## src/rtl/alu_serial_exec_pkg.sv

```systemverilog
// -----------------------------------------------------------------------------
// alu_serial_exec_pkg
// Shared definitions for the serial execute stage and the ALU control decoder:
// 3-bit ALU op codes, FSM state encoding and small op-classification helpers.
// -----------------------------------------------------------------------------
package alu_serial_exec_pkg;

   localparam logic [2:0] ALU_ADD  = 3'b000;
   localparam logic [2:0] ALU_SUB  = 3'b001;
   localparam logic [2:0] ALU_OR   = 3'b010;
   localparam logic [2:0] ALU_AND  = 3'b011;
   localparam logic [2:0] ALU_SLT  = 3'b101;
   localparam logic [2:0] ALU_PASS = 3'b110;

   typedef enum logic [1:0] {
      S_IDLE = 2'd0,
      S_BUSY = 2'd1,
      S_DONE = 2'd2
   } state_t;

   // 100 and 111 are the only unassigned codes.
   function automatic logic op_is_illegal(input logic [2:0] op);
      return (op == 3'b100) || (op == 3'b111);
   endfunction

   // sub and slt both run as a + ~b + 1 through the adder.
   function automatic logic op_inverts_b(input logic [2:0] op);
      return (op == ALU_SUB) || (op == ALU_SLT);
   endfunction

endpackage

```

## src/rtl/alu_serial_digit.sv

```systemverilog
// -----------------------------------------------------------------------------
// alu_serial_digit
// Combinational datapath for one DIGIT-bit slice of the serial ALU.
//   a, b  : operand slices (b is already inverted for sub/slt)
//   cin   : carry into this slice
//   op    : ALU op code
//   y     : slice result
//   cout  : carry out of this slice (0 for logic/pass ops)
// -----------------------------------------------------------------------------
module alu_serial_digit
   import alu_serial_exec_pkg::*;
#(
   parameter int DIGIT = 4
) (
   input  logic [DIGIT-1:0] a,
   input  logic [DIGIT-1:0] b,
   input  logic             cin,
   input  logic [2:0]       op,
   output logic [DIGIT-1:0] y,
   output logic             cout
);

   logic [DIGIT:0] sum;

   always_comb begin
      // NOTE: every output gets a value before the case so no path can infer a latch.
      sum  = {1'b0, a} + {1'b0, b} + {{DIGIT{1'b0}}, cin};
      y    = sum[DIGIT-1:0];
      cout = 1'b0;
      case (op)
         ALU_OR:   y = a | b;
         ALU_AND:  y = a & b;
         ALU_PASS: y = b;
         default:  cout = sum[DIGIT];  // add, sub, slt share the carry chain
      endcase
   end

endmodule

```

## src/rtl/alu_serial_exec.sv

```systemverilog
// -----------------------------------------------------------------------------
// alu_serial_exec
// Multi-cycle execute stage: processes one op DIGIT bits per cycle, LSB first.
//   clk, rst          : rising-edge clock, asynchronous active-high reset
//   in_valid/in_ready : operand handshake (in_ready high only in IDLE)
//   alu_control       : 3-bit op code
//   src_a, src_b      : operands
//   out_valid/out_ready : result handshake (out_valid high only in DONE)
//   result            : registered result
//   zero              : result == 0
//   illegal           : op code was 100 or 111
// -----------------------------------------------------------------------------
module alu_serial_exec
   import alu_serial_exec_pkg::*;
#(
   parameter int WIDTH = 32,
   parameter int DIGIT = 4
) (
   input  logic             clk,
   input  logic             rst,
   input  logic             in_valid,
   output logic             in_ready,
   input  logic [2:0]       alu_control,
   input  logic [WIDTH-1:0] src_a,
   input  logic [WIDTH-1:0] src_b,
   output logic             out_valid,
   input  logic             out_ready,
   output logic [WIDTH-1:0] result,
   output logic             zero,
   output logic             illegal
);

   localparam int NSLICE = WIDTH / DIGIT;
   localparam int CW     = (NSLICE > 1) ? $clog2(NSLICE) : 1;
   localparam logic [CW-1:0] LAST = CW'(NSLICE - 1);

   state_t           state;
   logic [WIDTH-1:0] a_sr;
   logic [WIDTH-1:0] b_sr;
   logic [2:0]       op_r;
   logic             carry;
   logic [CW-1:0]    count;
   logic             a_msb;
   logic             b_msb;

   logic [DIGIT-1:0]       slice_y;
   logic                   slice_cout;
   logic [WIDTH+DIGIT-1:0] cat;
   logic [WIDTH-1:0]       shifted;
   logic                   lt;
   logic [WIDTH-1:0]       final_res;

   alu_serial_digit #(.DIGIT(DIGIT)) u_digit (
      .a    (a_sr[DIGIT-1:0]),
      .b    (b_sr[DIGIT-1:0]),
      .cin  (carry),
      .op   (op_r),
      .y    (slice_y),
      .cout (slice_cout)
   );

   // New slice enters the result register from the top; the concat form also
   // covers DIGIT == WIDTH where result[WIDTH-1:DIGIT] would be empty.
   assign cat     = {slice_y, result};
   assign shifted = cat[WIDTH+DIGIT-1:DIGIT];

   // Signs differ: A is less iff A is negative. Signs equal: the difference
   // cannot overflow, so its sign bit (MSB of the final slice) decides.
   assign lt        = (a_msb != b_msb) ? a_msb : slice_y[DIGIT-1];
   assign final_res = (op_r == ALU_SLT) ? {{(WIDTH-1){1'b0}}, lt} : shifted;

   always_ff @(posedge clk or posedge rst) begin
      if (rst) begin
         state     <= S_IDLE;
         in_ready  <= 1'b0;
         out_valid <= 1'b0;
         result    <= '0;
         zero      <= 1'b0;
         illegal   <= 1'b0;
         a_sr      <= '0;
         b_sr      <= '0;
         op_r      <= ALU_ADD;
         carry     <= 1'b0;
         count     <= '0;
         a_msb     <= 1'b0;
         b_msb     <= 1'b0;
      end else begin
         // NOTE: non-blocking assignments so every register here samples pre-edge values.
         case (state)
            S_IDLE: begin
               in_ready <= 1'b1;
               if (in_valid && in_ready) begin
                  in_ready <= 1'b0;
                  if (op_is_illegal(alu_control)) begin
                     result    <= '0;
                     zero      <= 1'b1;
                     illegal   <= 1'b1;
                     out_valid <= 1'b1;
                     state     <= S_DONE;
                  end else begin
                     a_sr  <= src_a;
                     b_sr  <= op_inverts_b(alu_control) ? ~src_b : src_b;
                     carry <= op_inverts_b(alu_control);
                     op_r  <= alu_control;
                     a_msb <= src_a[WIDTH-1];
                     b_msb <= src_b[WIDTH-1];
                     count <= '0;
                     state <= S_BUSY;
                  end
               end
            end

            S_BUSY: begin
               a_sr  <= a_sr >> DIGIT;
               b_sr  <= b_sr >> DIGIT;
               carry <= slice_cout;
               count <= count + 1'b1;
               if (count == LAST) begin
                  result    <= final_res;
                  zero      <= (final_res == '0);
                  illegal   <= 1'b0;
                  out_valid <= 1'b1;
                  state     <= S_DONE;
               end else begin
                  result <= shifted;
               end
            end

            S_DONE: begin
               if (out_ready) begin
                  out_valid <= 1'b0;
                  in_ready  <= 1'b1;
                  state     <= S_IDLE;
               end
            end

            default: begin
               out_valid <= 1'b0;
               in_ready  <= 1'b0;
               state     <= S_IDLE;
            end
         endcase
      end
   end

endmodule

```

## config.mk

```make
export PLATFORM = sky130hd
export DESIGN_NAME = alu_serial_exec
export DESIGN_NICKNAME = d
export VERILOG_FILES = /design/src/rtl/alu_serial_exec_pkg.sv /design/src/rtl/alu_serial_digit.sv /design/src/rtl/alu_serial_exec.sv
export SDC_FILE = /design/constraint.sdc
export NUM_CORES = 1
export LEC_CHECK = 0
export BUFFER_PORTS_ARGS = -buffer_cell sky130_fd_sc_hd__buf_2
export CAP_MARGIN = 20
export CORE_ASPECT_RATIO = 1.5
export CORE_MARGIN = 5
export CORE_UTILIZATION = 40
export CTS_CLUSTER_DIAMETER = 100
export CTS_CLUSTER_SIZE = 16
export DETAILED_ROUTE_END_ITERATION = 10
export PLACE_DENSITY_LB_ADDON = 0.3
export SLEW_MARGIN = 15
export SYNTH_ARGS = -nofsm -noshare
export SYNTH_HDL_FRONTEND = slang
export SYNTH_SLANG_ARGS = --single-unit
```

## constraint.sdc

```tcl
create_clock -name clk -period 8.3 [get_ports clk]
set_input_delay 0.415 -clock clk [delete_from_list [all_inputs] [get_ports clk]]
set_output_delay 0.415 -clock clk [all_outputs]
set_load 0.01 [all_outputs]
```

==> results of run 1 <==
registers in the layout, summed over array words and instances (netlist names):
| register | count |
|---|---|
| b_sr | 32 |
| a_msb | 1 |
| out_valid | 1 |
| zero | 1 |
| carry | 1 |
| op_r | 3 |
| b_msb | 1 |
| result | 32 |
| count | 3 |
| state | 2 |
| illegal | 1 |
| in_ready | 1 |
| a_sr | 32 |
cell usage after synthesis (all sizes together) (4+ instances only):
cell,count,area [um2]
xnor2,33,289
nand2,70,265
mux2i,29,290
o21ai,72,360
nor3,5,25.0
inv,16,60.1
o31ai,4,30.0
nor2,38,143
ha,10,125
buf,35,199
a21o,4,30.0
a21oi,34,170
mux2,6,67.6
clkbuf,6,22.5
nor4,6,37.5
dfrtp,111,2780
a22o,34,298
nor2b,5,31.3
final cells by class:
cell class,instances,area (um2)
sequential,111,2780
clock buffer,9,225
fill,1308,7110
multi-input combinational,380,2470
tap,162,203
antenna,1,2.50
clock inverter,7,72.6
inverter,16,62.6
timing repair buffer,111,604
report_power, final:
part	internal [uW]	switching (uW)	leakage, uW	total, uW
logic	495	640	0.00140	1140
registers	785	206	0.00140	991
clock network	235	195	0.000142	430
total	1510	1040	0.00294	2560
critical path, delay by kind of cell, from the launching register on:
kind	cells	cell delay (ps)
AOI/OAI and AO/OA	2	1070
buffers and inverters	2	620
DFF	1	540
and+or+nand+nor	1	90
metrics by stage:
step	area, um2	hold slack (ps)	instances
finish	6420	183	797
CTS	6370	204	794
global placement	6060	463	777
detailed placement	6070	475	778
floorplan	5500	448	548
global route	6420	247	797
how the worst min path moves through the flow:
stage | startpoint | to | slack, ps | depth (start not counted)
2_1_floorplan | b_sr[28] | b_sr[28] | 450 | 2
3_3_place_gp | b_sr[30] | b_sr[30] | 460 | 2
3_5_place_dp | a_sr[6] | a_sr[6] | 480 | 2
4_1_cts | rst | b_sr[28] | 200 | 2
5_1_grt | rst | op_r[0] | 250 | 2
6_report | rst | result[5] | 180 | 2
per-layer routing:
layer	track usage, %	vias to the layer above
li1	-	2062
met1	18.7	1988
met2	25.0	92
met3	2.47	21
met4	7.04	0
met5	0	-
kinds of logic (layout without fill, tap and decap cells):
family	after synthesis	after routing	share of synthesized area, %
AND/OR/NAND/NOR	137	137	10.6
XOR/XNOR	34	34	5.41
buffers and inverters	57	143	5.12
AO/OA/AOI/OAI	162	162	18.9
other	0	1	0
multiplexers	35	35	6.50
adder cells (fa/ha/maj)	12	12	3.00
flip-flops	111	111	50.5
==> impl.org, run 1 <==
** Run status
- Run status :: finished clean

** Layout
- For this run, the post-layout net count is 712.
- Fraction of the core area covered by cells at the end of the flow :: 47.4%
- The library cells used most frequently in the layout, excluding fill and tap cells, are sky130_fd_sc_hd__dfrtp_1, sky130_fd_sc_hd__buf_2, sky130_fd_sc_hd__nand2_1.
- The library cell used most frequently in the layout, excluding fill and tap cells, is sky130_fd_sc_hd__dfrtp_1.
- Cells with a size suffix above 1 make up 22.9% of the layout.
- Synthesis-to-finish area growth :: 16.7%

** Power
- The analysis attributes to cell leakage a power of 0.00294 uW.
- Largest vdd supply drop :: 0.165 mV
- Power per unit of standard cell area :: 398 nW/um2
- Total power for the finished layout comes to 2560 uW.

** STA
- Setup Skew :: 4.51 ps
- The worst path meets setup with 5890 ps of slack.
- The worst pin sits at a relative slew slack of 31.2%.
- Setup violations remaining at the end of the flow were counted as 0.
- The number of endpoints with negative hold slack in the final report was 0.
- Setup tns final :: 0 ps
- For the pin with the worst max-slew slack, the measured transition is 1030 ps.
- For the finished layout, the period the worst path requires is 2410 ps.
- The number of max-slew violations in the final report was 0.
- Unrepaired setup endpoints after global routing :: no
- Share of the clock period used by the worst path after layout :: 29.1%
- Highest achievable clock rate :: 0.414 GHz

** Worst setup path
- The signal on the critical path passes through inv_2, nor2_4, buf_4, o21a_1, a22o_1.
- Launch point of the critical path :: state[0]
- The worst register-to-register path ends at result[29].
- CP peak stage delay :: 830 ps
- The worst setup path is launched from a flop.
- At the worst endpoint, the arrival time is 2690 ps.
- Critical path required time :: 8580 ps
- Type of destination of the critical path :: flop
- CP endpoint :: result[29]
- Highest-delay cell along the critical path :: sky130_fd_sc_hd__o21a_1
- Worst Setup Path Type :: reg -> reg
- Along the worst path, the maximum fanout reaches 66.
- The worst register-to-register path has a setup slack of 5890 ps.
- The number of cells on the worst reg-to-reg path is 5.
- R2R Path Start :: state[0]

** Routing
- Signal routing reaches up to met4.
- Routed length per placed instance :: 15.1 um
- Sum of routed wire length over all layers :: 12000 um
- Antenna viol nets, final :: 0
- Via count of the routed design :: 4163
- In the routed layout, each cell is associated on average with a via count of 5.22.
- In this run, the number of DRC markers left after iteration 0 of detailed routing was 174.
- Met3 WL post-DR :: 547 um
- The pre-antenna-repair detailed-routing pass consisted of 4 iterations.
- In the routed design, unresolved DRC markers number 0.
- Length of routed met2 wiring :: 6060 um
- For this block, wires on met1 add up to 5150 um.

** Floorplanning
- Once the floorplan was initialized, standard cells occupied 40.7% of the core.
- Die area :: 16200 um2
- Die width :: 106 um
- After floorplanning, the core was divided into 52 placement rows.
- Die Span Y :: 154 um
- The total area inside the core boundary comes to 13500 um2.
- For this design the top-level I/O count stands at 107.

** Clock network
- Hold repair after CTS inserted 0 buffers.
- Post-CTS Resized :: 0
- Counting along the longest clock path gives a buffer depth of 2.
- TritonCTS clock tree :: done
- The root buffer cell chosen for the clock tree is sky130_fd_sc_hd__clkbuf_16.
- Post-CTS setup-driven buffer insertion count :: 0
- Total clock buffers created by CTS :: 9
- At the later pin of the worst-skew pair, clock insertion delay measures 350 ps.
- CTS built an H-tree with a depth of 3.
- After clock tree synthesis, the clock-pin slew on the worst setup and hold paths is 70 ps.
- The clock net in this run drives a total of 111 sinks.

** Yosys
- EDFF count, synth :: 0
- Cell area after synthesis :: 5500 um2
- Post-synthesis net count :: 631
- Counting flops and latches in the post-synthesis netlist gives 111.
- Avg Synthesized Cell Area :: 10.0 um2
- Register area share after synthesis :: 50.5%
- The Yosys step of the flow raised 0 warnings.
- Synthesis handed over a netlist of 548 instances.
- The synthesized netlist contains 44 unique library cells.
- In the synthesized netlist the async set-or-reset flop fraction comes to 100%.
- Most instantiated flip-flop cell in the synthesis netlist :: sky130_fd_sc_hd__dfrtp_1

** Placement
- Summed over all nets, the half-perimeter wirelength after detailed placement is 8570 um.
- Post-place setup slack :: 5910 ps
- At the end of routability-driven placement, the weighted congestion stood at 0.816.
- During placement, the flow inserted port buffers numbering 106.

** Global routing
- The via count of the first global-routing pass came to 4186.
- The total overflow left after global routing is 0.
- Antenna violations before repair :: 1
- Wire length of the first global-routing pass :: 19900 um
- Aggregate global-route resource usage :: 14.9%
- Entering global routing, the biggest net connects 130 pins.

** Worst hold path
- Hold/Removal Path Class :: in -> async

** Job
- Across the run, the number of max-cap violations was 0.
Note: power is estimated with default switching activity, not from simulation.
==> run 2, diff against run 1 <==
==> constraint.sdc (replaced) <==
create_clock -name clk -period 2.35 [get_ports clk]
set_input_delay 0.1175 -clock clk [delete_from_list [all_inputs] [get_ports clk]]
set_output_delay 0.1175 -clock clk [all_outputs]
set_load 0.01 [all_outputs]
==> run 2 against run 1 <==
Non-clock buffer count rose by 12. Critical endpoint is now zero. Wire length increased by 1.4%. Utilization rose by 0.61 points. Largest power group unchanged. Critical path type unchanged. Count of clock-buffer cells in the layout grew 4.
==> impl.org, run 2 (same netlist as run 1, synthesis figures left out) <==
** Layout
- Share of cells above drive strength 1 :: 23.4%
- Top flop regs :: a_sr x32, b_sr x32, result x32
- Most common library cell in the layout ignoring fill and taps :: sky130_fd_sc_hd__dfrtp_1
- Number of non-filler instances in the completed layout :: 809
- Commonest cells after routing, fill and taps aside :: sky130_fd_sc_hd__dfrtp_1, sky130_fd_sc_hd__buf_2, sky130_fd_sc_hd__nand2_1
- After routing the design area is 6500 um2.
- Synthesis-to-finish area growth :: 18.2%
- At the end of the flow, the number of nets in the layout was 724.

** Global routing
- The via count of the first global-routing pass is 4216.
- Aggregate global-route resource usage :: 15.4%
- Entering global routing, the biggest net connects 112 pins.
- The first global-routing pass estimated 20500 um of wire.
- The initial antenna violation count is 1.
- Remaining global-route overflow :: 0

** Clock network
- Clock Sinks :: 111
- The clock reaches the later pin of the worst-skew pair after 340 ps.
- Clock transition at the registers of the reported paths :: 70 ps
- Post-CTS Resized :: 0
- Buffers added to address setup during post-CTS repair amount to 0.
- CTS Root Buffer Type :: sky130_fd_sc_hd__clkbuf_16
- TritonCTS built the clock tree.
- Maximum root-to-sink buffer count :: 2
- Buffers inserted during clock tree synthesis total 9.
- In this run the number of H-tree levels came out at 3.
- # hold bufs at CTS :: 4

** Job
- Max_cap viols :: 0

** Power
- Of the total power, the clock network draws 15.8%.
- Internal power :: 5380 uW
- The design draws 9040 uW.
- The analysis attributes to net switching a power of 3660 uW.
- Sequential Power Share :: 38.2%
- Power per unit of standard cell area :: 1390 nW/um2
- For this design the static power due to leakage is 0.00299 uW.
- Combinational cells account for 46.0% of the total power.
- Sw frac :: 40.5%
- Across the VDD grid, the largest voltage drop is 0.540 mV.

** STA
- Setup Skew :: 6.03 ps
- The number of max-slew violations in the final report is 0.
- After routing, the total negative slack on setup checks comes to 0 ps.
- Highest achievable clock rate :: 0.454 GHz
- Setup violations remaining at the end of the flow were counted as 0.
- Share of the clock period used by the worst path after layout :: 93.7%
- Setup repair after global routing left no endpoint under its margin.
- Slew margin rel. :: 36.4%
- For the pin with the worst max-slew slack, the measured transition is 953 ps.
- The routed design could run at a clock period as short as 2200 ps.
- Final hold violation count :: 0
- Worst setup margin :: 148 ps

** Placement
- Before CTS, the worst setup slack after placement is 131 ps.
- IO buf count :: 106
- The wire-length estimate of the detail-placed layout is 8850 um.
- The congestion estimate from routability-driven global placement came to 0.851.
- Inst Count DP :: 788
- Placed Area :: 6180 um2

** Routing
- Dividing the detail-routed wire length by the instance count gives 15.1 um.
- Via count of the routed design :: 4190
- First drt pass iteration count :: 4
- In this run, the number of DRC markers left after iteration 0 of detailed routing was 148.
- Wires add up to 12200 um.
- Antenna viol nets, final :: 0
- Number of vias per cell after detailed routing :: 5.18
- In the routed design, unresolved DRC markers number 0.

** Worst setup path
- Type of destination of the critical path :: flop
- Critical-path maximum fanout :: 5
- Worst Setup Path Type :: reg -> reg
- At the worst endpoint, the required time is 2600 ps.
- The worst setup path is launched from a flop.
- Data arrives at the worst endpoint at 2450 ps.

** Floorplanning
- The floorplan step set the die height to 154 um.
- Die width :: 106 um
- Die area :: 16200 um2
- The total area inside the core boundary comes to 13500 um2.
- The initial utilization of the core area, before any placement, comes to 40.7%.
- Site row count :: 52
- For this design the top-level I/O count stands at 107.

** Run status
- Run status :: finished clean

** Worst hold path
- The min-delay analysis places its worst path in the category in -> reg.
run 2: cell count changes in the layout (fill, tap and decap cells not counted), moves of 2 or more:
cell / before / now
sky130_fd_sc_hd__buf_4: 2 / 10
sky130_fd_sc_hd__buf_12: 1 / 3
sky130_fd_sc_hd__clkbuf_1: 0 / 2
sky130_fd_sc_hd__clkbuf_8: 0 / 2
sky130_fd_sc_hd__dlygate4sd3_1: 0 / 4
run 2: final cells by class:
| cell class | count | area (um2) |
|---|---|---|
| Antenna cell | 1 | 2.50 |
| Fill cell | 1301 | 7030 |
| Sequential cell | 111 | 2780 |
| Clock inverter | 3 | 17.5 |
| Tap cell | 162 | 203 |
| Timing Repair Buffer | 123 | 706 |
| Multi-Input combinational cell | 380 | 2470 |
| Inverter | 16 | 63.8 |
| Clock buffer | 13 | 260 |
run 2: final timing paths:
path                            from   endpoint  slack (ps)  depth (start not counted)
hold / removal             src_a[31]      a_msb          10                          3
hold reg to reg            result[0]  result[0]         470                          1
min in group asynchronous        rst  out_valid         480                          4
setup / recovery             b_sr[0]       zero         150                          9
setup reg to reg             b_sr[0]       zero         150                          9
max in group asynchronous        rst   a_sr[16]        1410                          4
run 2: power groups by stage:
| stage | clock network, uW | logic [uW] | registers, uW |
|---|---|---|---|
| 3_5_place_dp | 0 | 4210 | 3480 |
| 6_report | 1430 | 4160 | 3450 |
| 2_1_floorplan | 0 | 3200 | 3380 |
| 5_1_grt | 1560 | 4680 | 3570 |
| 3_3_place_gp | 0 | 4080 | 3440 |
| 4_1_cts | 1470 | 4230 | 3450 |
run 2: routing by layer:
metal	track usage, %	routed length (um)	vias to the layer above
li1	-	-	2093
met1	19.7	5280	2003
met2	25.8	6250	79
met3	2.52	392	15
met4	6.67	266	0
met5	0	0	-
run 2: worst max-delay path, stage by stage (launching register included):
cell	delay, ps
sky130_fd_sc_hd__dfrtp_1	440
sky130_fd_sc_hd__fa_1	230
sky130_fd_sc_hd__inv_1	60
sky130_fd_sc_hd__fa_1	500
sky130_fd_sc_hd__nor2b_1	50
sky130_fd_sc_hd__o21ai_1	120
sky130_fd_sc_hd__o221ai_1	140
sky130_fd_sc_hd__nor3_1	220
sky130_fd_sc_hd__nand4_1	120
sky130_fd_sc_hd__a41oi_1	240
run 2: stage by stage:
| stage | util, % | hold WS (ps) |
|---|---|---|
| after floorplan | - | 234 |
| after detailed placement | 45.7 | 347 |
| after CTS | 48.0 | 12.0 |
| after global routing | 48.0 | 18.9 |
| final | 48.0 | 14.6 |
| after global placement | 45.7 | 332 |
==> run 3, diff against run 2 <==
--- a/config.mk
+++ b/config.mk
@@ -10,11 +10,11 @@
 export CORE_ASPECT_RATIO = 1.5
 export CORE_MARGIN = 5
 export CORE_UTILIZATION = 40
-export CTS_CLUSTER_DIAMETER = 100
 export CTS_CLUSTER_SIZE = 16
 export DETAILED_ROUTE_END_ITERATION = 10
 export PLACE_DENSITY_LB_ADDON = 0.3
 export SLEW_MARGIN = 15
 export SYNTH_ARGS = -nofsm -noshare
 export SYNTH_HDL_FRONTEND = slang
+export SYNTH_HIERARCHICAL = 1
 export SYNTH_SLANG_ARGS = --single-unit
==> run 3 against run 2 <==
The run now ends with setup timing left. Worst hold slack lost 0.89 ps. Setup slack got worse by 220 ps. First-iteration DRC count grew 16%.
==> impl.org, run 3 <==
** Routing
- After detailed routing, the number of remaining DRC violations is 0.
- After detailed routing, the average wire length per cell comes to 15.9 um.
- The routed layout has 4108 vias.
- Number of design-rule violations left by the first detailed-router iteration :: 171
- Dividing the detail-routed via count by the number of cells gives 5.23.
- Sum of routed wire length over all layers :: 12500 um
- The detail route stage leaves a number of antenna-violating nets equal to 0.
- First drt pass iteration count :: 4

** Worst setup path
- Together, buffers and inverters on the worst path number 4.
- On the worst path, the slowest cell contributes a delay of 420 ps.
- Critical path data arrival time :: 2660 ps
- The worst setup path is of the reg -> reg kind.
- STA puts the critical path data required time at 2590 ps.
- Among all stages on the critical path, the largest delay is contributed by sky130_fd_sc_hd__fa_2.
- Delay-heaviest family, CP :: compound AO/OA/AOI/OAI gates
- Worst path most repeated cell :: sky130_fd_sc_hd__buf_4
- Crit-path cells :: fa_2, buf_4, buf_6, a21o_1, a21oi_2, xor2_1, o2bb2ai_2, buf_4, inv_1, o211ai_1, nand4_1, o22a_1
- Type of destination of the critical path :: flop
- Along the worst path, the maximum fanout reaches 3.
- Kind of launch point of the worst setup path :: flop

** Run status
- Run status :: finished, violations left
- The checks that failed: setup timing.

** Layout
- Registers take 2780 um2.
- Fill cells in the final layout number 1284.
- In the layout the commonest cells are sky130_fd_sc_hd__dfrtp_1, sky130_fd_sc_hd__buf_2, sky130_fd_sc_hd__nand2_1.
- In the final layout, the multi-input gates occupy 2530 um2.
- Layout Nets :: 702
- The library cell used most frequently in the layout, excluding fill and tap cells, is sky130_fd_sc_hd__dfrtp_1.
- Top flop regs :: a_sr x32, b_sr x32, result x32
- Share of cells above drive strength 1 :: 26.1%
- Synthesis-to-finish area growth :: 18.6%
- Final standard cell area without fillers :: 6560 um2
- Measured on the finished design, the core utilization comes to 48.5%.
- 0 antenna diodes ended up in the layout.

** STA
- Setup repair after global routing could not meet its margin everywhere.
- Number of endpoints failing setup at the final stage :: 1
- Max-slew violation total from the final report :: 0
- Slew margin rel. :: 47.4%
- For the final database, setup skew stands at 11.9 ps.
- The number of endpoints with negative hold slack in the final report was 0.
- Setup slack on the critical path of the routed design comes to -73.8 ps.
- Shortest clock period the worst path allows after layout :: 2420 ps
- Share of the clock period used by the worst path after layout :: 103%
- At the pin with the least slew margin, the transition time is 790 ps.
- Highest achievable clock rate :: 0.413 GHz

** Yosys
- Synth Warn # :: 6
- Basic-gate share of the synthesized area counting and, or, nand and nor cells :: 8.89%
- Counting every instance in the synthesized netlist gives 520.
- Synth cell types :: 43
- Register area share after synthesis :: 50.2%
- Dominant combinational cell family by area after synthesis :: compound AO/OA/AOI/OAI gates
- Count of state elements after synthesis :: 111
- Most instantiated flip-flop cell in the synthesis netlist :: sky130_fd_sc_hd__dfrtp_1
- Synthesis produced a netlist with a net count of 603.
- Most instantiated cells after synthesis :: sky130_fd_sc_hd__dfrtp_1, sky130_fd_sc_hd__nand2_1, sky130_fd_sc_hd__mux2i_1
- EDFF count, synth :: 0
- Dominant cell by count in the synthesized netlist :: sky130_fd_sc_hd__dfrtp_1
- The top cell type by area accounts for 50.2% of the synthesized area.
- In the synthesized netlist the async set-or-reset flop fraction comes to 100%.
- Top cells by area, synth :: sky130_fd_sc_hd__dfrtp_1, sky130_fd_sc_hd__mux2i_1, sky130_fd_sc_hd__a22o_1, sky130_fd_sc_hd__nand2_1, sky130_fd_sc_hd__o21ai_1
- In this run the cell area of the synthesized design comes to 5530 um2.
- Of the total synthesized cell area, the portion taken by full adders, half adders and majority gates is 2.99%.
- Avg Synthesized Cell Area :: 10.6 um2
- Dominant cell type by area after synthesis :: sky130_fd_sc_hd__dfrtp_1
- Compound-Gate Fraction of Synth Area :: 16.0%
- Multiplexer area fraction after synthesis :: 11.3%
- Xor and xnor area share after synthesis :: 5.39%

** Floorplanning
- Die area :: 16300 um2
- In this run the horizontal extent of the chip is 106 um.
- Total core area :: 13500 um2
- # IOs :: 107
- Starting Density :: 40.9%
- Die Span Y :: 154 um
- The floorplan has 52 rows.

** Global routing
- Antenna violations before repair :: 0
- The via count of the first global-routing pass came to 4177.
- Remaining global-route overflow :: 0
- Global routing used 15.4% of the available tracks.
- Entering global routing, the biggest net connects 135 pins.
- The first global-routing pass estimated 20200 um of wire.

** Clock network
- TritonCTS built the clock tree.
- Clock Sinks :: 111
- The cell sitting at the root of the clock tree is a sky130_fd_sc_hd__clkbuf_16.
- In this run, CTS created clock tree buffers numbering 9.
- Clock latency on the worst-skew pair :: 350 ps
- Maximum root-to-sink buffer count :: 2
- Number of levels in the clock H-tree :: 3
- Clock transition at the registers of the reported paths :: 70 ps

** Power
- The worst-case IR drop observed on VDD is 0.580 mV.
- For this design the ratio of total power to cell area is 1470 nW/um2.
- In this run the static leakage power is 0.00315 uW.

** Placement
- Weighted congestion reported at the end of routability-driven placement :: 0.797
- Half-perimeter wire length after placement :: 8740 um
- Placed Area :: 6180 um2
- IO buf count :: 106

** Worst hold path
- Hold/Removal Path Class :: in -> reg

** Job
- Max_cap viols :: 0
run 3: cell types whose count changed after synthesis, sizes merged, moves of 3 or more:
| cell | change |
|---|---|
| a21oi | -22 |
| buf | -7 |
| mux2i | +29 |
| nand2 | +10 |
| nor2 | -33 |
| nor3 | -3 |
| nor4 | +3 |
| o22ai | +6 |
| xnor2 | -4 |
| xor2 | +4 |
run 3: path summary, 6_finish.rpt:
| check | depth (start not counted) | slack (ps) | start | endpoint |
|---|---|---|---|---|
| setup / recovery | 12 | -70 | a_sr[0] | zero |
| hold / removal | 3 | 10 | src_a[30] | a_sr[30] |
| setup reg to reg | 12 | -70 | a_sr[0] | zero |
| hold reg to reg | 1 | 480 | out_valid | out_valid |
| max in group asynchronous | 4 | 1420 | rst | result[11] |
| min in group asynchronous | 4 | 470 | rst | result[21] |
run 3: repair_timing:
| action | CTS | global route |
|---|---|---|
| cloned | 0 | 0 |
| hold buffers | 2 | 0 |
| resized for setup | 8 | 3 |
| pin swaps | 14 | 7 |
| setup buffers | 3 | 2 |
| endpoints found under the setup margin | 1 | 1 |
| hold endpoints to repair | 112 | 0 |
run 3: power breakdown:
group	total [uW]	internal, uW	switching, uW
combinational	4610	2120	2480
clock	1430	724	705
sequential	3610	2830	779
total	9650	5680	3970
run 3: cell type report:
type / instances / area share (%)
sequential: 111 / 42.4
multi-input combinational: 357 / 38.5
timing repair buffer: 123 / 10.8
clock buffer: 10 / 3.49
tap: 162 / 3.09
inverter: 17 / 1.03
clock inverter: 6 / 0.687
run 3: kinds of logic after synthesis:
kind of cell	Yosys count
AOI/OAI and AO/OA	138
and+or+nand+nor	111
DFF	111
muxes	62
buffers and inverters	52
xor gates and xnor gates	34
adders and majority gates	12
run 3: metal layers:
layer	vias up	track usage, %	part of all wire, %
li1	2016	-	-
met1	1978	17.9	41
met2	96	27.9	52
met3	18	2.77	4.4
met4	0	5.86	1.8
met5	-	0	0
run 3: worst min-delay path: cells and delay by family:
kind                   cells  cell delay [ps]
and+or+nand+nor            1               40
AOI/OAI and AO/OA          1               60
buffers and inverters      1               90
run 3: metrics by stage:
step | cells | setup TNS (ps) | total power (uW) | hold slack, ps | worst slack (ps)
after CTS | 784 | -23.0 | 9660 | 4.82 | -23.0
after global routing | 786 | -297 | 10400 | 19.9 | -217
after floorplan | 520 | 0 | 6930 | 254 | 13.9
final | 786 | -73.8 | 9650 | 13.7 | -73.8
after detailed placement | 763 | -185 | 8040 | 338 | -185
after global placement | 762 | -136 | 7830 | 338 | -136
